===== config.mk =====
export PLATFORM = sky130hd
export DESIGN_NAME = time_of_day_counter_flat
export DESIGN_NICKNAME = d
export VERILOG_FILES = /design/src/rtl/time_of_day_counter_if.sv /design/src/rtl/time_of_day_counter.sv /design/src/flat_wrapper.sv
export SDC_FILE = /design/constraint.sdc
export NUM_CORES = 1
export LEC_CHECK = 0
export ABC_AREA = 1
export CAP_MARGIN = 20
export CORE_MARGIN = 2
export CORE_UTILIZATION = 47
export DETAILED_ROUTE_END_ITERATION = 8
export HOLD_SLACK_MARGIN = 0.03
export PLACE_DENSITY = 0.8
export SKIP_LAST_GASP = 1
export SYNTH_ARGS = -nofsm -noshare
export SYNTH_HDL_FRONTEND = slang
export SYNTH_SLANG_ARGS = --single-unit

===== constraint.sdc =====
create_clock -name clk -period 2 [get_ports clk]
set_clock_uncertainty 0.15 [all_clocks]
set_input_delay 0.4 -clock clk [delete_from_list [all_inputs] [get_ports clk]]
set_output_delay 0.4 -clock clk [all_outputs]
set_load 0.02 [all_outputs]

===== src/rtl/time_of_day_counter_if.sv =====
// Signal bundle between the time-of-day counter and its neighbours:
// tick/run/load controls in, BCD time and strobes out.
interface time_of_day_counter_if;
  logic       tick;
  logic       run;
  logic       set_en;
  logic [7:0] set_hr;
  logic [7:0] set_min;
  logic [7:0] set_sec;
  logic       set_pm;
  logic [7:0] hr;
  logic [7:0] min;
  logic [7:0] sec;
  logic       pm;
  logic       day_tick;
  logic       set_err;

  modport master (
    output tick, run, set_en, set_hr, set_min, set_sec, set_pm,
    input  hr, min, sec, pm, day_tick, set_err
  );

  modport slave (
    input  tick, run, set_en, set_hr, set_min, set_sec, set_pm,
    output hr, min, sec, pm, day_tick, set_err
  );
endinterface


===== src/rtl/time_of_day_counter.sv =====
// Time of day in packed BCD, advanced by a 1 Hz strobe, with load,
// run/hold, 12/24-hour mode and a midnight rollover strobe.
module time_of_day_counter #(
  parameter bit MODE_24H = 1'b1
) (
  input logic                  clk,
  input logic                  reset,
  time_of_day_counter_if.slave bus
);

  logic [7:0] hr_q, hr_d, min_q, min_d, sec_q, sec_d;
  logic       pm_q, pm_d, day_tick_q, day_tick_d, set_err_q, set_err_d;
  logic       tick_q, tick_d;
  logic       adv, digits_ok, hr_ok, load_ok;
  logic       c_sec_t, c_min, c_min_t, c_hr;

  always_comb begin
    hr_d       = hr_q;
    min_d      = min_q;
    sec_d      = sec_q;
    pm_d       = pm_q;
    day_tick_d = 1'b0;
    set_err_d  = 1'b0;
    tick_d     = bus.tick;

    adv = bus.tick & ~tick_q & bus.run & ~bus.set_en;

    digits_ok = (bus.set_hr[7:4]  <= 4'd9) && (bus.set_hr[3:0]  <= 4'd9) &&
                (bus.set_min[7:4] <= 4'd5) && (bus.set_min[3:0] <= 4'd9) &&
                (bus.set_sec[7:4] <= 4'd5) && (bus.set_sec[3:0] <= 4'd9);
    // Packed-BCD compares order numerically once every digit is <= 9.
    if (MODE_24H) hr_ok = (bus.set_hr <= 8'h23);
    else          hr_ok = (bus.set_hr >= 8'h01) && (bus.set_hr <= 8'h12);
    load_ok = digits_ok && hr_ok;

    c_sec_t = (sec_q[3:0] == 4'd9);
    c_min   = c_sec_t && (sec_q[7:4] == 4'd5);
    c_min_t = c_min && (min_q[3:0] == 4'd9);
    c_hr    = c_min_t && (min_q[7:4] == 4'd5);

    if (bus.set_en) begin
      if (load_ok) begin
        hr_d  = bus.set_hr;
        min_d = bus.set_min;
        sec_d = bus.set_sec;
        pm_d  = MODE_24H ? 1'b0 : bus.set_pm;
      end else begin
        set_err_d = 1'b1;
      end
    end else if (adv) begin
      sec_d[3:0] = c_sec_t ? 4'd0 : sec_q[3:0] + 4'd1;
      if (c_sec_t) sec_d[7:4] = c_min   ? 4'd0 : sec_q[7:4] + 4'd1;
      if (c_min)   min_d[3:0] = c_min_t ? 4'd0 : min_q[3:0] + 4'd1;
      if (c_min_t) min_d[7:4] = c_hr    ? 4'd0 : min_q[7:4] + 4'd1;
      if (c_hr) begin
        if (MODE_24H) begin
          if (hr_q == 8'h23) begin
            hr_d       = 8'h00;
            day_tick_d = 1'b1;
          end else if (hr_q[3:0] == 4'd9) begin
            hr_d = {hr_q[7:4] + 4'd1, 4'd0};
          end else begin
            hr_d[3:0] = hr_q[3:0] + 4'd1;
          end
        end else begin
          // 12-hour face: 11 -> 12 flips AM/PM; midnight is PM -> AM.
          if (hr_q == 8'h12) begin
            hr_d = 8'h01;
          end else if (hr_q == 8'h11) begin
            hr_d       = 8'h12;
            pm_d       = ~pm_q;
            day_tick_d = pm_q;
          end else if (hr_q[3:0] == 4'd9) begin
            hr_d = {hr_q[7:4] + 4'd1, 4'd0};
          end else begin
            hr_d[3:0] = hr_q[3:0] + 4'd1;
          end
        end
      end
    end
  end

  always_ff @(posedge clk or negedge reset) begin
    if (!reset) begin
      hr_q       <= MODE_24H ? 8'h00 : 8'h12;
      min_q      <= '0;
      sec_q      <= '0;
      pm_q       <= 1'b0;
      day_tick_q <= 1'b0;
      set_err_q  <= 1'b0;
      tick_q     <= 1'b0;
    end else begin
      hr_q       <= hr_d;
      min_q      <= min_d;
      sec_q      <= sec_d;
      pm_q       <= pm_d;
      day_tick_q <= day_tick_d;
      set_err_q  <= set_err_d;
      tick_q     <= tick_d;
    end
  end

  assign bus.hr       = hr_q;
  assign bus.min      = min_q;
  assign bus.sec      = sec_q;
  assign bus.pm       = pm_q;
  assign bus.day_tick = day_tick_q;
  assign bus.set_err  = set_err_q;

endmodule


===== src/flat_wrapper.sv =====
// flat-port wrapper written by rule: the top's interface ports become plain ports
module time_of_day_counter_flat 
#(
  parameter bit MODE_24H = 1'b1
)
  (clk, reset, bus_tick, bus_run, bus_set_en, bus_set_hr, bus_set_min, bus_set_sec, bus_set_pm, bus_hr, bus_min, bus_sec, bus_pm, bus_day_tick, bus_set_err);
  time_of_day_counter_if bus_i ();
  input logic clk;
  input logic reset;
  input wire logic [$bits(bus_i.tick)-1:0] bus_tick;
  input wire logic [$bits(bus_i.run)-1:0] bus_run;
  input wire logic [$bits(bus_i.set_en)-1:0] bus_set_en;
  input wire logic [$bits(bus_i.set_hr)-1:0] bus_set_hr;
  input wire logic [$bits(bus_i.set_min)-1:0] bus_set_min;
  input wire logic [$bits(bus_i.set_sec)-1:0] bus_set_sec;
  input wire logic [$bits(bus_i.set_pm)-1:0] bus_set_pm;
  output wire logic [$bits(bus_i.hr)-1:0] bus_hr;
  output wire logic [$bits(bus_i.min)-1:0] bus_min;
  output wire logic [$bits(bus_i.sec)-1:0] bus_sec;
  output wire logic [$bits(bus_i.pm)-1:0] bus_pm;
  output wire logic [$bits(bus_i.day_tick)-1:0] bus_day_tick;
  output wire logic [$bits(bus_i.set_err)-1:0] bus_set_err;
  assign bus_i.tick = bus_tick;
  assign bus_i.run = bus_run;
  assign bus_i.set_en = bus_set_en;
  assign bus_i.set_hr = bus_set_hr;
  assign bus_i.set_min = bus_set_min;
  assign bus_i.set_sec = bus_set_sec;
  assign bus_i.set_pm = bus_set_pm;
  assign bus_hr = bus_i.hr;
  assign bus_min = bus_i.min;
  assign bus_sec = bus_i.sec;
  assign bus_pm = bus_i.pm;
  assign bus_day_tick = bus_i.day_tick;
  assign bus_set_err = bus_i.set_err;
  time_of_day_counter #(.MODE_24H(MODE_24H)) u_core (.clk(clk), .reset(reset), .bus(bus_i));
endmodule

==> flow_summary.json <==
{
  "crit_fanout": 5,
  "finalNonFillerCells": 377,
  "fin_ws_ns": 0.0619,
  "finalHoldViolCount": 0,
  "p_leak_nw": 1.32,
  "hpwlAfterDp_um": 3410,
  "slowest_delay_ns": 0.64,
  "end_kind": "output port",
  "cp.required_ns": 1.45,
  "worst_hold_path_type": "in2async",
  "synth_cells": 265,
  "rows": 23,
  "max_freq_mhz": 516,
  "die_x_um": 67.9,
  "clk_pin_slew_ns": 0.10,
  "synth_top_area_cell": "dfrtp_1",
  "timing.hold.ws_ns": 0.348,
  "synth_nets": 305,
  "initial_core_util": 0.484,
  "cp.arrival_ns": 1.39,
  "rsz0062_at_grt": "false",
  "syn_avg_cell_area_um2": 7.25,
  "ir_drop_v": 0.000473,
  "io_pins": 57,
  "cts_sinks": 27,
  "die_area_um2": 4620,
  "cpMaxStageDelayCell": "clkdlybuf4s50_1",
  "synth_top_area_frac": 0.352,
  "critPathKind": "reg2out",
  "portBuffers": 54,
  "p_per_area_nw_per_um2": 749,
  "crit_family": "buffers and inverters",
  "final-setup-viol-count": 0,
  "final_nets": 368,
  "root_buffer": "clkbuf_8",
  "grt_max_degree": 28,
  "first_pass_iters": 4,
  "tns_ns": 0,
  "final_common_cell": "nand2_1",
  "grt_remaining_overflow": 0,
  "post-cts-setup-buffers": 0,
  "vias_per_cell": 4.95,
  "cts_hold_buffers": 0,
  "grt_pass1_wl_um": 7180,
  "worstRegToRegCells": 9,
  "grt_usage": 0.201,
  "drtIter0Drc": 113,
  "status": "complete, no violations",
  "layout-drive-gt1-share": 0.0979,
  "post_cts_resize_count": 0,
  "clock_latency_ns": 0.27,
  "fp.dieH_um": 67.9,
  "critPathLaunchType": "flip-flop",
  "grt_pass1_vias": 1686,
  "post-place-ws_ns": -0.0764,
  "yosysUniqueCellTypes": 31,
  "crit_path_cell_trace": "clkdlybuf4s50_1",
  "synth_warnings": 0,
  "ys_ff_latch": 27,
  "timing.final.max_slew_violations": 0,
  "drt-total-wl_um": 4410,
  "p_total_w": 0.00195,
  "clk_path_buf_depth": 2,
  "avgRoutedWirePerCell_um": 11.7,
  "ant_nets": 0,
  "cts_tree": "done",
  "numCtsBuffers": 3,
  "vias": 1867,
  "antenna_cells": 0,
  "core-area_um2": 3970,
  "critPathBufInv": 1,
  "finalCritPeriodShare": 0.969,
  "place_congestion": 0.828,
  "finalCriticalPeriod_ns": 1.94,
  "dp.cells": 373,
  "syn_area_um2": 1920,
  "fillers": 369,
  "drcViolationCount": 0,
  "cp.depth": 1,
  "syn2layout_area_growth_pct": 35.5,
  "yosys-top-cells-area": "dfrtp_1 (35%), nand2_1 (19%), nand3_1 (8.1%)",
  "seq_area_frac_synth": 0.352,
  "maxCapViolCount": 0,
  "final_cell_mix": "nand2_1 (96), clkdlybuf4s50_1 (54), nand3_1 (31)",
  "antenna_found_initial": 0,
  "htree_num_levels": 1
}
-- path summary, 6_finish.rpt --
kind / endpoint / from / slack [ns]
worst max-delay path: bus_sec[6] / u_core.bus.sec[6] / 0.06
worst min-delay path: u_core.bus.min[0] / reset / 0.35
worst max register to register: u_core.bus.hr[6] / u_core.bus.sec[5] / 0.21
worst min register to register: u_core.bus.min[7] / u_core.bus.min[7] / 0.40
max in group asynchronous: u_core.bus.sec[4] / reset / 1.08
min in group clk: u_core.bus.min[7] / u_core.bus.min[7] / 0.40
-- cell usage after synthesis --
cell type,n
a21boi_1,1
a21oi_1,1
a21oi_4,1
a31oi_1,1
and3_1,2
buf_2,2
buf_4,1
buf_6,2
clkbuf_1,2
conb_1,1
dfrtp_1,27
ha_1,10
inv_1,22
inv_2,4
inv_4,1
nand2_1,96
nand2_2,3
nand2_4,2
nand3_1,31
nand3_4,1
nand3b_4,1
nand4_1,1
nor2_1,7
nor2_2,3
nor2_4,1
nor2_8,1
nor3_1,1
o21ai_0,13
o21ai_1,15
xnor2_1,3
xor2_1,8
-- cells by family after synthesis --
logic type | synth area share
AND/OR/NAND/NOR | 0.361
buffers and inverters | 0.0788
AO/OA/AOI/OAI | 0.0911
flip-flops | 0.352
XOR/XNOR | 0.0501
adder cells (fa/ha/maj) | 0.0651
other | 0.00195
-- power breakdown --
part | internal, W | switching [W] | leakage (nW)
Sequential | 0.000650 | 0.000151 | 0.339
Combinational | 0.000402 | 0.000433 | 0.959
Clock | 0.000143 | 0.000173 | 0.0228
-- area by class of cell --
type / instances / area [µm²] / area share
multi-input combinational: 204 / 1090 / 0.420
sequential: 27 / 676 / 0.259
timing repair buffer: 65 / 623 / 0.239
inverter: 27 / 104 / 0.0399
tap: 50 / 62.6 / 0.0240
clock buffer: 4 / 45.0 / 0.0173
-- stage by stage --
step	util	cell area (µm²)
2_1_floorplan	-	1920
5_1_grt	0.656	2610
3_3_place_gp	0.645	2560
6_report	0.656	2610
4_1_cts	0.656	2610
3_5_place_dp	0.645	2560
-- registers in the layout (all words and copies together), names as in the netlist --
register             count
u_core.tick_q            1
u_core.bus.day_tick      1
u_core.bus.set_err       1
u_core.bus.hr            8
u_core.bus.sec           8
u_core.bus.min           8
-- routing by layer --
layer  GRT usage  wire [µm]  vias to the layer above
met4      0.0450         23                        0
li1            -          -                      970
met1       0.266       2050                      838
met5           0          0                        -
met3      0.0263        258                        2
met2       0.348       2080                       57
No activity file was read; power rests on OpenSTA's default activity.
